--- src/rtl/rf_write_arbiter_if.sv ---
// Register-file write arbiter bus bundle.
// Groups the pipeline writeback request, MUL/DIV result handshake, MD issue
// reservation, decode hazard query and the register-file write port.
//   master : pipeline / MD unit / decode side (drives requests, reads status)
//   slave  : the arbiter (reads requests, drives write port and status)
interface rf_write_arbiter_if #(
   parameter int unsigned DATA_W = 32,
   parameter int unsigned ADDR_W = 5
);
   localparam int unsigned NREG = 1 << ADDR_W;

   logic              WB_VALID;
   logic [ADDR_W-1:0] WB_ADDR;
   logic [DATA_W-1:0] WB_DATA;
   logic              MD_VALID;
   logic              MD_READY;
   logic [ADDR_W-1:0] MD_ADDR;
   logic [DATA_W-1:0] MD_DATA;
   logic              ISSUE_MD;
   logic [ADDR_W-1:0] ISSUE_ADDR;
   logic [ADDR_W-1:0] CHK_ADDR1;
   logic [ADDR_W-1:0] CHK_ADDR2;
   logic              BUSY1;
   logic              BUSY2;
   logic [NREG-1:0]   PENDING;
   logic              RF_WRITE_ENABLE;
   logic [ADDR_W-1:0] RF_WRITE_ADDRESS;
   logic [DATA_W-1:0] RF_WRITE_DATA;
   logic              PROTO_ERR;

   modport master (
      output WB_VALID, WB_ADDR, WB_DATA,
      output MD_VALID, MD_ADDR, MD_DATA,
      output ISSUE_MD, ISSUE_ADDR, CHK_ADDR1, CHK_ADDR2,
      input  MD_READY, BUSY1, BUSY2, PENDING,
      input  RF_WRITE_ENABLE, RF_WRITE_ADDRESS, RF_WRITE_DATA, PROTO_ERR
   );

   modport slave (
      input  WB_VALID, WB_ADDR, WB_DATA,
      input  MD_VALID, MD_ADDR, MD_DATA,
      input  ISSUE_MD, ISSUE_ADDR, CHK_ADDR1, CHK_ADDR2,
      output MD_READY, BUSY1, BUSY2, PENDING,
      output RF_WRITE_ENABLE, RF_WRITE_ADDRESS, RF_WRITE_DATA, PROTO_ERR
   );
endinterface

--- src/rtl/rf_write_arbiter.sv ---
// Sole owner of the RV32IM register-file write port.
// Fixed priority each cycle: qualified WB, then MD FIFO head, then MD bypass
// (FIFO empty only). Winner is registered onto RF_WRITE_* (1-cycle latency).
// MD results that lose are buffered in order; a pending-destination
// scoreboard drives operand hazard flags and a sticky protocol error.
// Ports:
//   CLK   : clock, all state on posedge
//   RESET : asynchronous active-low reset
//   bus   : rf_write_arbiter_if.slave (WB, MD handshake, issue, hazard query,
//           register-file write port, PROTO_ERR)
module rf_write_arbiter #(
   parameter int unsigned DATA_W     = 32,
   parameter int unsigned ADDR_W     = 5,
   parameter int unsigned FIFO_DEPTH = 2
) (
   input logic               CLK,
   input logic               RESET,
   rf_write_arbiter_if.slave bus
);
   localparam int unsigned NREG  = 1 << ADDR_W;
   localparam int unsigned PTR_W = (FIFO_DEPTH > 1) ? $clog2(FIFO_DEPTH) : 1;
   localparam int unsigned CNT_W = PTR_W + 1;

   typedef struct packed {
      logic [ADDR_W-1:0] addr;
      logic [DATA_W-1:0] data;
   } md_entry_t;

   md_entry_t         fifo_mem [FIFO_DEPTH];
   md_entry_t         head;
   logic [PTR_W-1:0]  rd_ptr_q, wr_ptr_q;
   logic [CNT_W-1:0]  count_q, count_d;
   logic              md_ready_q;
   logic [NREG-1:0]   pending_q, pending_d;
   logic              err_q, err_d;
   logic              wr_en_q, wr_en_d;
   logic [ADDR_W-1:0] wr_addr_q, wr_addr_d;
   logic [DATA_W-1:0] wr_data_q, wr_data_d;

   logic              wb_req, md_hs, md_acc, fifo_empty, issue_v;
   logic              push, pop, bypass, md_win;
   logic [NREG-1:0]   set_mask, clr_mask;

   assign head       = fifo_mem[rd_ptr_q];
   assign fifo_empty = (count_q == '0);
   assign wb_req     = bus.WB_VALID & (bus.WB_ADDR != '0);
   assign md_hs      = bus.MD_VALID & md_ready_q;
   // handshake to x0 is consumed but never written
   assign md_acc     = md_hs & (bus.MD_ADDR != '0);
   assign issue_v    = bus.ISSUE_MD & (bus.ISSUE_ADDR != '0);

   // Arbitration, FIFO bookkeeping, scoreboard and error next-state
   always_comb begin
      wr_en_d   = 1'b0;
      wr_addr_d = wr_addr_q;
      wr_data_d = wr_data_q;
      pop       = 1'b0;
      bypass    = 1'b0;
      md_win    = 1'b0;
      set_mask  = '0;
      clr_mask  = '0;

      if (wb_req) begin
         wr_en_d   = 1'b1;
         wr_addr_d = bus.WB_ADDR;
         wr_data_d = bus.WB_DATA;
      end else if (!fifo_empty) begin
         wr_en_d   = 1'b1;
         wr_addr_d = head.addr;
         wr_data_d = head.data;
         pop       = 1'b1;
         md_win    = 1'b1;
      end else if (md_acc) begin
         wr_en_d   = 1'b1;
         wr_addr_d = bus.MD_ADDR;
         wr_data_d = bus.MD_DATA;
         bypass    = 1'b1;
         md_win    = 1'b1;
      end

      push    = md_acc & ~bypass;
      count_d = count_q + CNT_W'(push) - CNT_W'(pop);

      if (md_win)  clr_mask[wr_addr_d]      = 1'b1;
      if (issue_v) set_mask[bus.ISSUE_ADDR] = 1'b1;
      // a same-cycle reissue of the retiring register keeps it reserved
      pending_d = (pending_q & ~clr_mask) | set_mask;

      err_d = err_q
            | (issue_v & pending_q[bus.ISSUE_ADDR] & ~clr_mask[bus.ISSUE_ADDR])
            | (md_acc & ~pending_q[bus.MD_ADDR])
            | (wb_req & pending_q[bus.WB_ADDR]);
   end

   // Control and write-port state
   always_ff @(posedge CLK or negedge RESET) begin
      if (!RESET) begin
         rd_ptr_q   <= '0;
         wr_ptr_q   <= '0;
         count_q    <= '0;
         md_ready_q <= 1'b0;
         pending_q  <= '0;
         err_q      <= 1'b0;
         wr_en_q    <= 1'b0;
         wr_addr_q  <= '0;
         wr_data_q  <= '0;
      end else begin
         if (pop)  rd_ptr_q <= rd_ptr_q + PTR_W'(1);
         if (push) wr_ptr_q <= wr_ptr_q + PTR_W'(1);
         count_q    <= count_d;
         md_ready_q <= (count_d != CNT_W'(FIFO_DEPTH));
         pending_q  <= pending_d;
         err_q      <= err_d;
         wr_en_q    <= wr_en_d;
         wr_addr_q  <= wr_addr_d;
         wr_data_q  <= wr_data_d;
      end
   end

   // Result storage; validity is tracked by the pointers/count only
   always_ff @(posedge CLK) begin
      if (push) fifo_mem[wr_ptr_q] <= md_entry_t'({bus.MD_ADDR, bus.MD_DATA});
   end

   assign bus.MD_READY         = md_ready_q;
   assign bus.PENDING          = pending_q;
   assign bus.PROTO_ERR        = err_q;
   assign bus.RF_WRITE_ENABLE  = wr_en_q;
   assign bus.RF_WRITE_ADDRESS = wr_addr_q;
   assign bus.RF_WRITE_DATA    = wr_data_q;
   assign bus.BUSY1            = (bus.CHK_ADDR1 != '0) & pending_q[bus.CHK_ADDR1];
   assign bus.BUSY2            = (bus.CHK_ADDR2 != '0) & pending_q[bus.CHK_ADDR2];
endmodule

--- src/flat_wrapper.sv ---
// flat-port wrapper written by rule: the top's interface ports become plain ports
module rf_write_arbiter_flat 
#(
   parameter int unsigned DATA_W     = 32,
   parameter int unsigned ADDR_W     = 5,
   parameter int unsigned FIFO_DEPTH = 2
)
  (CLK, RESET, bus_WB_VALID, bus_WB_ADDR, bus_WB_DATA, bus_MD_VALID, bus_MD_ADDR, bus_MD_DATA, bus_ISSUE_MD, bus_ISSUE_ADDR, bus_CHK_ADDR1, bus_CHK_ADDR2, bus_MD_READY, bus_BUSY1, bus_BUSY2, bus_PENDING, bus_RF_WRITE_ENABLE, bus_RF_WRITE_ADDRESS, bus_RF_WRITE_DATA, bus_PROTO_ERR);
  rf_write_arbiter_if #(.DATA_W(DATA_W), .ADDR_W(ADDR_W)) bus_i ();
  input logic CLK;
  input logic RESET;
  input wire logic [$bits(bus_i.WB_VALID)-1:0] bus_WB_VALID;
  input wire logic [$bits(bus_i.WB_ADDR)-1:0] bus_WB_ADDR;
  input wire logic [$bits(bus_i.WB_DATA)-1:0] bus_WB_DATA;
  input wire logic [$bits(bus_i.MD_VALID)-1:0] bus_MD_VALID;
  input wire logic [$bits(bus_i.MD_ADDR)-1:0] bus_MD_ADDR;
  input wire logic [$bits(bus_i.MD_DATA)-1:0] bus_MD_DATA;
  input wire logic [$bits(bus_i.ISSUE_MD)-1:0] bus_ISSUE_MD;
  input wire logic [$bits(bus_i.ISSUE_ADDR)-1:0] bus_ISSUE_ADDR;
  input wire logic [$bits(bus_i.CHK_ADDR1)-1:0] bus_CHK_ADDR1;
  input wire logic [$bits(bus_i.CHK_ADDR2)-1:0] bus_CHK_ADDR2;
  output wire logic [$bits(bus_i.MD_READY)-1:0] bus_MD_READY;
  output wire logic [$bits(bus_i.BUSY1)-1:0] bus_BUSY1;
  output wire logic [$bits(bus_i.BUSY2)-1:0] bus_BUSY2;
  output wire logic [$bits(bus_i.PENDING)-1:0] bus_PENDING;
  output wire logic [$bits(bus_i.RF_WRITE_ENABLE)-1:0] bus_RF_WRITE_ENABLE;
  output wire logic [$bits(bus_i.RF_WRITE_ADDRESS)-1:0] bus_RF_WRITE_ADDRESS;
  output wire logic [$bits(bus_i.RF_WRITE_DATA)-1:0] bus_RF_WRITE_DATA;
  output wire logic [$bits(bus_i.PROTO_ERR)-1:0] bus_PROTO_ERR;
  assign bus_i.WB_VALID = bus_WB_VALID;
  assign bus_i.WB_ADDR = bus_WB_ADDR;
  assign bus_i.WB_DATA = bus_WB_DATA;
  assign bus_i.MD_VALID = bus_MD_VALID;
  assign bus_i.MD_ADDR = bus_MD_ADDR;
  assign bus_i.MD_DATA = bus_MD_DATA;
  assign bus_i.ISSUE_MD = bus_ISSUE_MD;
  assign bus_i.ISSUE_ADDR = bus_ISSUE_ADDR;
  assign bus_i.CHK_ADDR1 = bus_CHK_ADDR1;
  assign bus_i.CHK_ADDR2 = bus_CHK_ADDR2;
  assign bus_MD_READY = bus_i.MD_READY;
  assign bus_BUSY1 = bus_i.BUSY1;
  assign bus_BUSY2 = bus_i.BUSY2;
  assign bus_PENDING = bus_i.PENDING;
  assign bus_RF_WRITE_ENABLE = bus_i.RF_WRITE_ENABLE;
  assign bus_RF_WRITE_ADDRESS = bus_i.RF_WRITE_ADDRESS;
  assign bus_RF_WRITE_DATA = bus_i.RF_WRITE_DATA;
  assign bus_PROTO_ERR = bus_i.PROTO_ERR;
  rf_write_arbiter #(.DATA_W(DATA_W), .ADDR_W(ADDR_W), .FIFO_DEPTH(FIFO_DEPTH)) u_core (.CLK(CLK), .RESET(RESET), .bus(bus_i));
endmodule
--- config.mk ---
export PLATFORM = sky130hd
export DESIGN_NAME = rf_write_arbiter_flat
export DESIGN_NICKNAME = d
export VERILOG_FILES = /design/src/rtl/rf_write_arbiter_if.sv /design/src/rtl/rf_write_arbiter.sv /design/src/flat_wrapper.sv
export SDC_FILE = /design/constraint.sdc
export NUM_CORES = 1
export LEC_CHECK = 0
export ABC_AREA = 1
export CORE_ASPECT_RATIO = 0.75
export CORE_MARGIN = 2
export CORE_UTILIZATION = 47
export CTS_BUF_LIST = sky130_fd_sc_hd__clkbuf_16
export DETAILED_ROUTE_END_ITERATION = 7
export PLACE_DENSITY = 0.78
export RECOVER_POWER = 25
export SYNTH_ARGS = -nofsm -noshare
export SYNTH_HDL_FRONTEND = slang
export SYNTH_SLANG_ARGS = --single-unit
--- constraint.sdc ---
create_clock -name CLK -period 2.75 [get_ports CLK]
set_input_delay 0.55 -clock CLK [delete_from_list [all_inputs] [get_ports CLK]]
set_output_delay 0.55 -clock CLK [all_outputs]
set_load 0.05 [all_outputs]
==> results of run 1 <==
## stage by stage
step	TNS [ps]	utilization
floorplan	0	-
global placement	-298.0	0.6333
detailed placement	-418.1	0.6333
CTS	0	0.6682
global route	0	0.6684
finish	0	0.6685
## worst register-to-register path, stage by stage, from the launching register on
cell	delay [ps]
dfrtp_1	420
nor2_4	220
buf_4	200
nand4_1	130
nand2_1	90
nand2_1	130
nand2_4	120
nand2_4	70
nor2_4	240
buf_4	160
inv_1	140
o21ai_0	220
o21ai_0	110
## flip-flops by register name (all words and copies together), names as in the netlist
name	cells
u_core.fifo_mem	74
u_core.bus.PROTO_ERR	1
u_core.bus.RF_WRITE_ADDRESS	5
u_core.bus.RF_WRITE_ENABLE	1
u_core.rd_ptr_q	1
u_core.wr_ptr_q	1
u_core.bus.RF_WRITE_DATA	32
u_core.bus.PENDING	32
u_core.bus.MD_READY	1
u_core.count_q	2
## what timing repair did
item                                    4_1_cts  5_1_grt
pin swaps                                     0        1
endpoints found under the setup margin        2        3
cloned                                        0        0
gates resized for setup                       4        7
## kinds of logic after synthesis
logic type,Yosys count,share of synthesized area
buf+inv,130,0.06459
xor+xnor,3,0.003177
flops,150,0.4986
fa+ha+maj,2,0.003025
simple gates,372,0.2097
mux,1,0.001210
compound gates,321,0.2198
## routing by layer
metal | up-vias | track usage
li1 | 3861 | -
met1 | 3911 | 0.4174
met2 | 450 | 0.4460
met3 | 56 | 0.1023
met4 | 0 | 0.08580
met5 | - | 0
## synth_stat cells, types with 2 or more instances
cell type,count
clkbuf_1,42
nor3_1,5
buf_6,2
a22oi_1,9
a31oi_1,33
nand3_4,2
a21oi_1,122
ha_1,2
buf_1,2
dfrtp_1,76
xor2_1,2
o22ai_1,6
buf_2,4
o21ai_0,111
nand3_1,52
inv_1,69
a32o_1,2
nor2_1,80
or2_2,2
a22o_1,3
nand2_2,9
nand2_4,7
buf_4,2
edfxtp_1,74
o21ai_1,5
nor2_2,9
inv_2,7
nand3_2,3
nand4_1,5
o221ai_1,11
o211ai_1,6
nor2_4,11
o31ai_1,5
nand2_1,184
a311oi_1,2
## final timing paths
check                                            startpoint                                      end  slack (ps)  cells after the start
max                         u_core.bus.PENDING[1]$_DFF_PN0_                                bus_BUSY2         180                      9
max reg2reg                     u_core.count_q[1]$_DFF_PN0_         u_core.bus.PENDING[23]$_DFF_PN0_         380                     12
min reg2reg                u_core.bus.PENDING[25]$_DFF_PN0_         u_core.bus.PENDING[25]$_DFF_PN0_         530                      2
min in group CLK           u_core.bus.PENDING[25]$_DFF_PN0_         u_core.bus.PENDING[25]$_DFF_PN0_         530                      2
max in group asynchronous                             RESET         u_core.bus.PENDING[12]$_DFF_PN0_         790                      2
min                                                   RESET  u_core.bus.RF_WRITE_DATA[6]$_DFFE_PN0P_         330                      1
## layout make-up
cell class,count,share of cell area
sequential,150,0.3623
multi-input combinational,699,0.3207
timing repair buffer,254,0.2142
clock buffer,17,0.03736
tap,236,0.02593
inverter,77,0.02560
clock inverter,15,0.01374
antenna,1,0.0002198
## power by group through the flow
| stage | Sequential, mW | Combinational (mW) | Clock, mW |
|---|---|---|---|
| floorplan | 5.47 | 2.20 | 0 |
| global placement | 3.94 | 6.25 | 0 |
| detailed placement | 3.95 | 6.34 | 0 |
| CTS | 3.92 | 6.40 | 2.32 |
| global route | 4.02 | 6.81 | 2.42 |
| finish | 3.98 | 6.43 | 2.31 |
==> metrics.csv, run 1 <==
metric,value,unit
outcome,completed,
postSynthCellCount,979,
synth_ff_type,dfrtp_1,
synth-edff-count,74,
grt_pass1_wl,43020,um
synth.top_cell.area_share,0.2686,
place_congestion,0.9832,
htreeDepth,4,
wl,27670,um
fin_ws,180.7,ps
fill_cells,1380,
place_area,10790,um2
drt_iter0_drc,1247,
die_h,118.9,um
grt_pass1_vias,8000,
met1_length,11500,um
dr.pass1.iters,6,
cts.root.buffer_cell,clkbuf_16,
clockPowerShare,0.182,
drv_slew,0,
post-place-ws,-219.0,ps
antenna_found_initial,1,
critPathRequiredTime,2200,ps
p_sw,6.100,mW
area_growth,37.65,%
cts_tree,yes,
die_w,157.2,um
yosysWarnings,0,
cpLargestDelayFamily,compound AO/OA/AOI/OAI gates,
synth_area_leaders,"edfxtp_1, dfrtp_1, nand2_1",
netlist_area,8272,um2
numCtsBuffers,17,
path_class,reg2out,
top_level_ports,168,
finalPower,12.72,mW
rsz0062_at_grt,no,
syn_area_per_cell,8.449,um2
multi_input_area,3651,um2
nets,1295,
drive_gt1_frac,0.1518,
fin_area,11390,um2
clk_latency,420,ps
yosysSeqAreaShare,0.4986,
setup-violations-final,0,
clk_pin_slew,70,ps
grt_max_degree,66,
finalCriticalPeriod,2569,ps
crit_path_end_kind,output pin,
synth_top_area_cell,edfxtp_1,
post_cts_buffers,0,
seqCellArea,4125,um2
crit_buf_inv,2,
p_seq_frac,0.313,
crit_chain,inv_1 > a21oi_1 > o21ai_0 > o21ai_0 > a21oi_1 > a311oi_1 > nor2_1 > a21oi_2 > buf_12,
met2WireLength,12360,um
peakVddDrop,0.0007107,V
cts_num_sinks,150,
antenna_left,0,
met3_wirelength,3305,um
row_count,41,
ys_ff_latch,150,
fmax,389.2,MHz
place_inst,1416,
p_int,6.617,mW
cp_slowest_cell,dfrtp_1,
ys_async_sr_fraction,0.5067,
tightest_slew,1103,ps
hold_path_class,in2async,
top_layer_used,met4,
via_per_inst,5.713,
hpwlAfterDp,19730,um
drv_cap,0,
switching_share,0.4797,
cts.path.max_buffers,2,
coreArea,17030,um2
dieArea,18690,um2
drc,0,
layout.cells.non_filler,1449,
synth_nets,1075,
holdWs,328.0,ps
hold_viol,0,
start_kind,flip-flop,
track_usage,0.2998,
vias,8278,
port_buffers,167,
yosysUniqueCellTypes,48,
max_stage_delay,360,ps
final_common_cell,nand2_1,
combPwrFrac,0.505,
worstPathArrival,2020,ps
mostFrequentLayoutCells,"nand2_1, clkdlybuf4s50_1, a21oi_1",
overflow,0,
crit_fanout,5,
slew_headroom,0.2649,
start_util,0.4857,
power_leakage,4.715,nW
fin_skew,14.00,ps
wl_per_cell,19.10,um
post-route-period-util,0.9343,
power_density,1117,nW/um2
cts_hold_buf,0,
No activity file was read; power rests on OpenSTA's default activity.
==> run 2: changes to the inputs <==
--- a/config.mk
+++ b/config.mk
@@ -6,7 +6,7 @@
 export NUM_CORES = 1
 export LEC_CHECK = 0
 export ABC_AREA = 1
-export CORE_ASPECT_RATIO = 0.75
+export CORE_ASPECT_RATIO = 0.8
 export CORE_MARGIN = 2
 export CORE_UTILIZATION = 47
 export CTS_BUF_LIST = sky130_fd_sc_hd__clkbuf_16
==> metrics.csv, run 2 (synthesis results as in run 1) <==
metric,value,unit
power_density,1117,nW/um2
drive_gt1_frac,0.1530,
grt_pass1_vias,7817,
via_per_inst,5.767,
start_kind,flip-flop,
largest_reg_flops,74,
coreArea,17270,um2
row_count,43,
multi_input_area,3645,um2
regToRegSetupSlack,370,ps
fin_skew,12.40,ps
setup-violations-final,0,
overflow,0,
holdWs,547.1,ps
peakVddDrop,0.0006622,V
numCtsBuffers,17,
crit_fanout,7,
p_int,6.620,mW
p_seq_frac,0.316,
post-route-period-util,0.9585,
mostFrequentLayoutCells,"nand2_1, clkdlybuf4s50_1, a21oi_1",
cts_num_sinks,150,
r2r-end,u_core.bus.PROTO_ERR$_DFF_PN0_,
fmax,379.4,MHz
seqCellArea,4126,um2
switching_share,0.4778,
antenna_found_initial,2,
area_growth,37.18,%
combPwrFrac,0.502,
finalPower,12.68,mW
finalCriticalPeriod,2636,ps
clk_pin_slew,60,ps
drv_slew,31,
grt_pass1_wl,42640,um
top_level_ports,168,
fill_cells,1368,
dieArea,18680,um2
r2r_cells,16,
hpwlAfterDp,19790,um
cts_tree,yes,
post-place-ws,-186.1,ps
nets,1292,
drv_cap,1,
p_sw,6.057,mW
drt_iter0_drc,1052,
fin_ws,114.1,ps
hold_viol,0,
grt_max_degree,66,
wl,27350,um
clockPowerShare,0.182,
final_util,0.6570,
dr.pass1.iters,6,
hold_path_class,reg2reg,
worstSetupEndpoint,bus_BUSY2,
start_util,0.4790,
critPathRequiredTime,2200,ps
cts.path.max_buffers,2,
final_common_cell,nand2_1,
clk_latency,430,ps
largest-register,u_core.fifo_mem,
track_usage,0.2951,
port_buffers,167,
path_class,reg2out,
fin_setup_tns,0,ps
drc,0,
tightest_slew,1724,ps
htreeDepth,4,
slew_headroom,-0.1492,
cp-startpoint,u_core.bus.PENDING[18]$_DFF_PN0_,
place_congestion,1.018,
outcome,finished with violations,
wl_per_cell,19.04,um
violations,"capacitance limit, slew limit",
reg2reg_from,u_core.count_q[1]$_DFF_PN0_,
crit_path_end_kind,output pin,
antenna_left,0,
vias,8282,
power_leakage,4.676,nW
worstPathArrival,2090,ps
die_h,122.7,um
die_w,152.3,um
cts.root.buffer_cell,clkbuf_16,
## run 2: worst min-delay path by stage
stage,to,cells after the start,startpoint
final,u_core.bus.RF_WRITE_DATA[3]$_DFFE_PN0P_,2,u_core.bus.RF_WRITE_DATA[3]$_DFFE_PN0P_
after global placement,u_core.bus.RF_WRITE_DATA[7]$_DFFE_PN0P_,1,RESET
after detailed placement,u_core.bus.RF_WRITE_DATA[10]$_DFFE_PN0P_,1,RESET
after global routing,u_core.bus.RF_WRITE_DATA[0]$_DFFE_PN0P_,2,u_core.bus.RF_WRITE_DATA[0]$_DFFE_PN0P_
after CTS,u_core.bus.RF_WRITE_DATA[13]$_DFFE_PN0P_,1,RESET
after floorplan,u_core.bus.MD_READY$_DFF_PN0_,0,RESET
## run 2: power groups by stage
stage / Combinational (mW) / Sequential, mW / Clock [mW]
2_1_floorplan: 2.20 / 5.47 / 0
4_1_cts: 6.33 / 3.95 / 2.32
6_report: 6.37 / 4.01 / 2.30
3_3_place_gp: 6.23 / 3.98 / 0
3_5_place_dp: 6.30 / 3.99 / 0
5_1_grt: 6.76 / 4.07 / 2.43
## run 2: final cells by class
class	count	area share
repair buffers	251	0.2123
diodes	2	0.0004411
multi-input cells	699	0.3212
well taps	225	0.02481
flip-flops and latches	150	0.3637
clock inverters	14	0.01202
inverters	77	0.02591
clock buffers	18	0.03970
## run 2: routing by layer
metal,part of all wire,routed length (um),track usage
met5,0,0,0
met4,0.028,763,0.09988
met3,0.10,2845,0.07309
met2,0.44,12130,0.4521
met1,0.42,11610,0.4142
## run 2: per-stage QoR
step | cell area, um2 | instances
floorplan | 8277 | 979
global placement | 10750 | 1402
detailed placement | 10750 | 1402
CTS | 11330 | 1434
global route | 11350 | 1436
finish | 11350 | 1436
## run 2: timing repair
action                                  CTS  global route
endpoints found under the setup margin    1             2
resized for setup                         3            14
hold buffers                              0             0
pin swaps                                 0             1
setup buffers                             0             0
cloned                                    0             0
## run 2: worst max-delay path: stages (launching register included)
cell	delay, ps
dfrtp_1	610
o21ai_0	150
a21oi_1	130
nor3_1	60
a311oi_1	230
nor2_1	80
a21oi_2	130
buf_4	140
buf_12	130
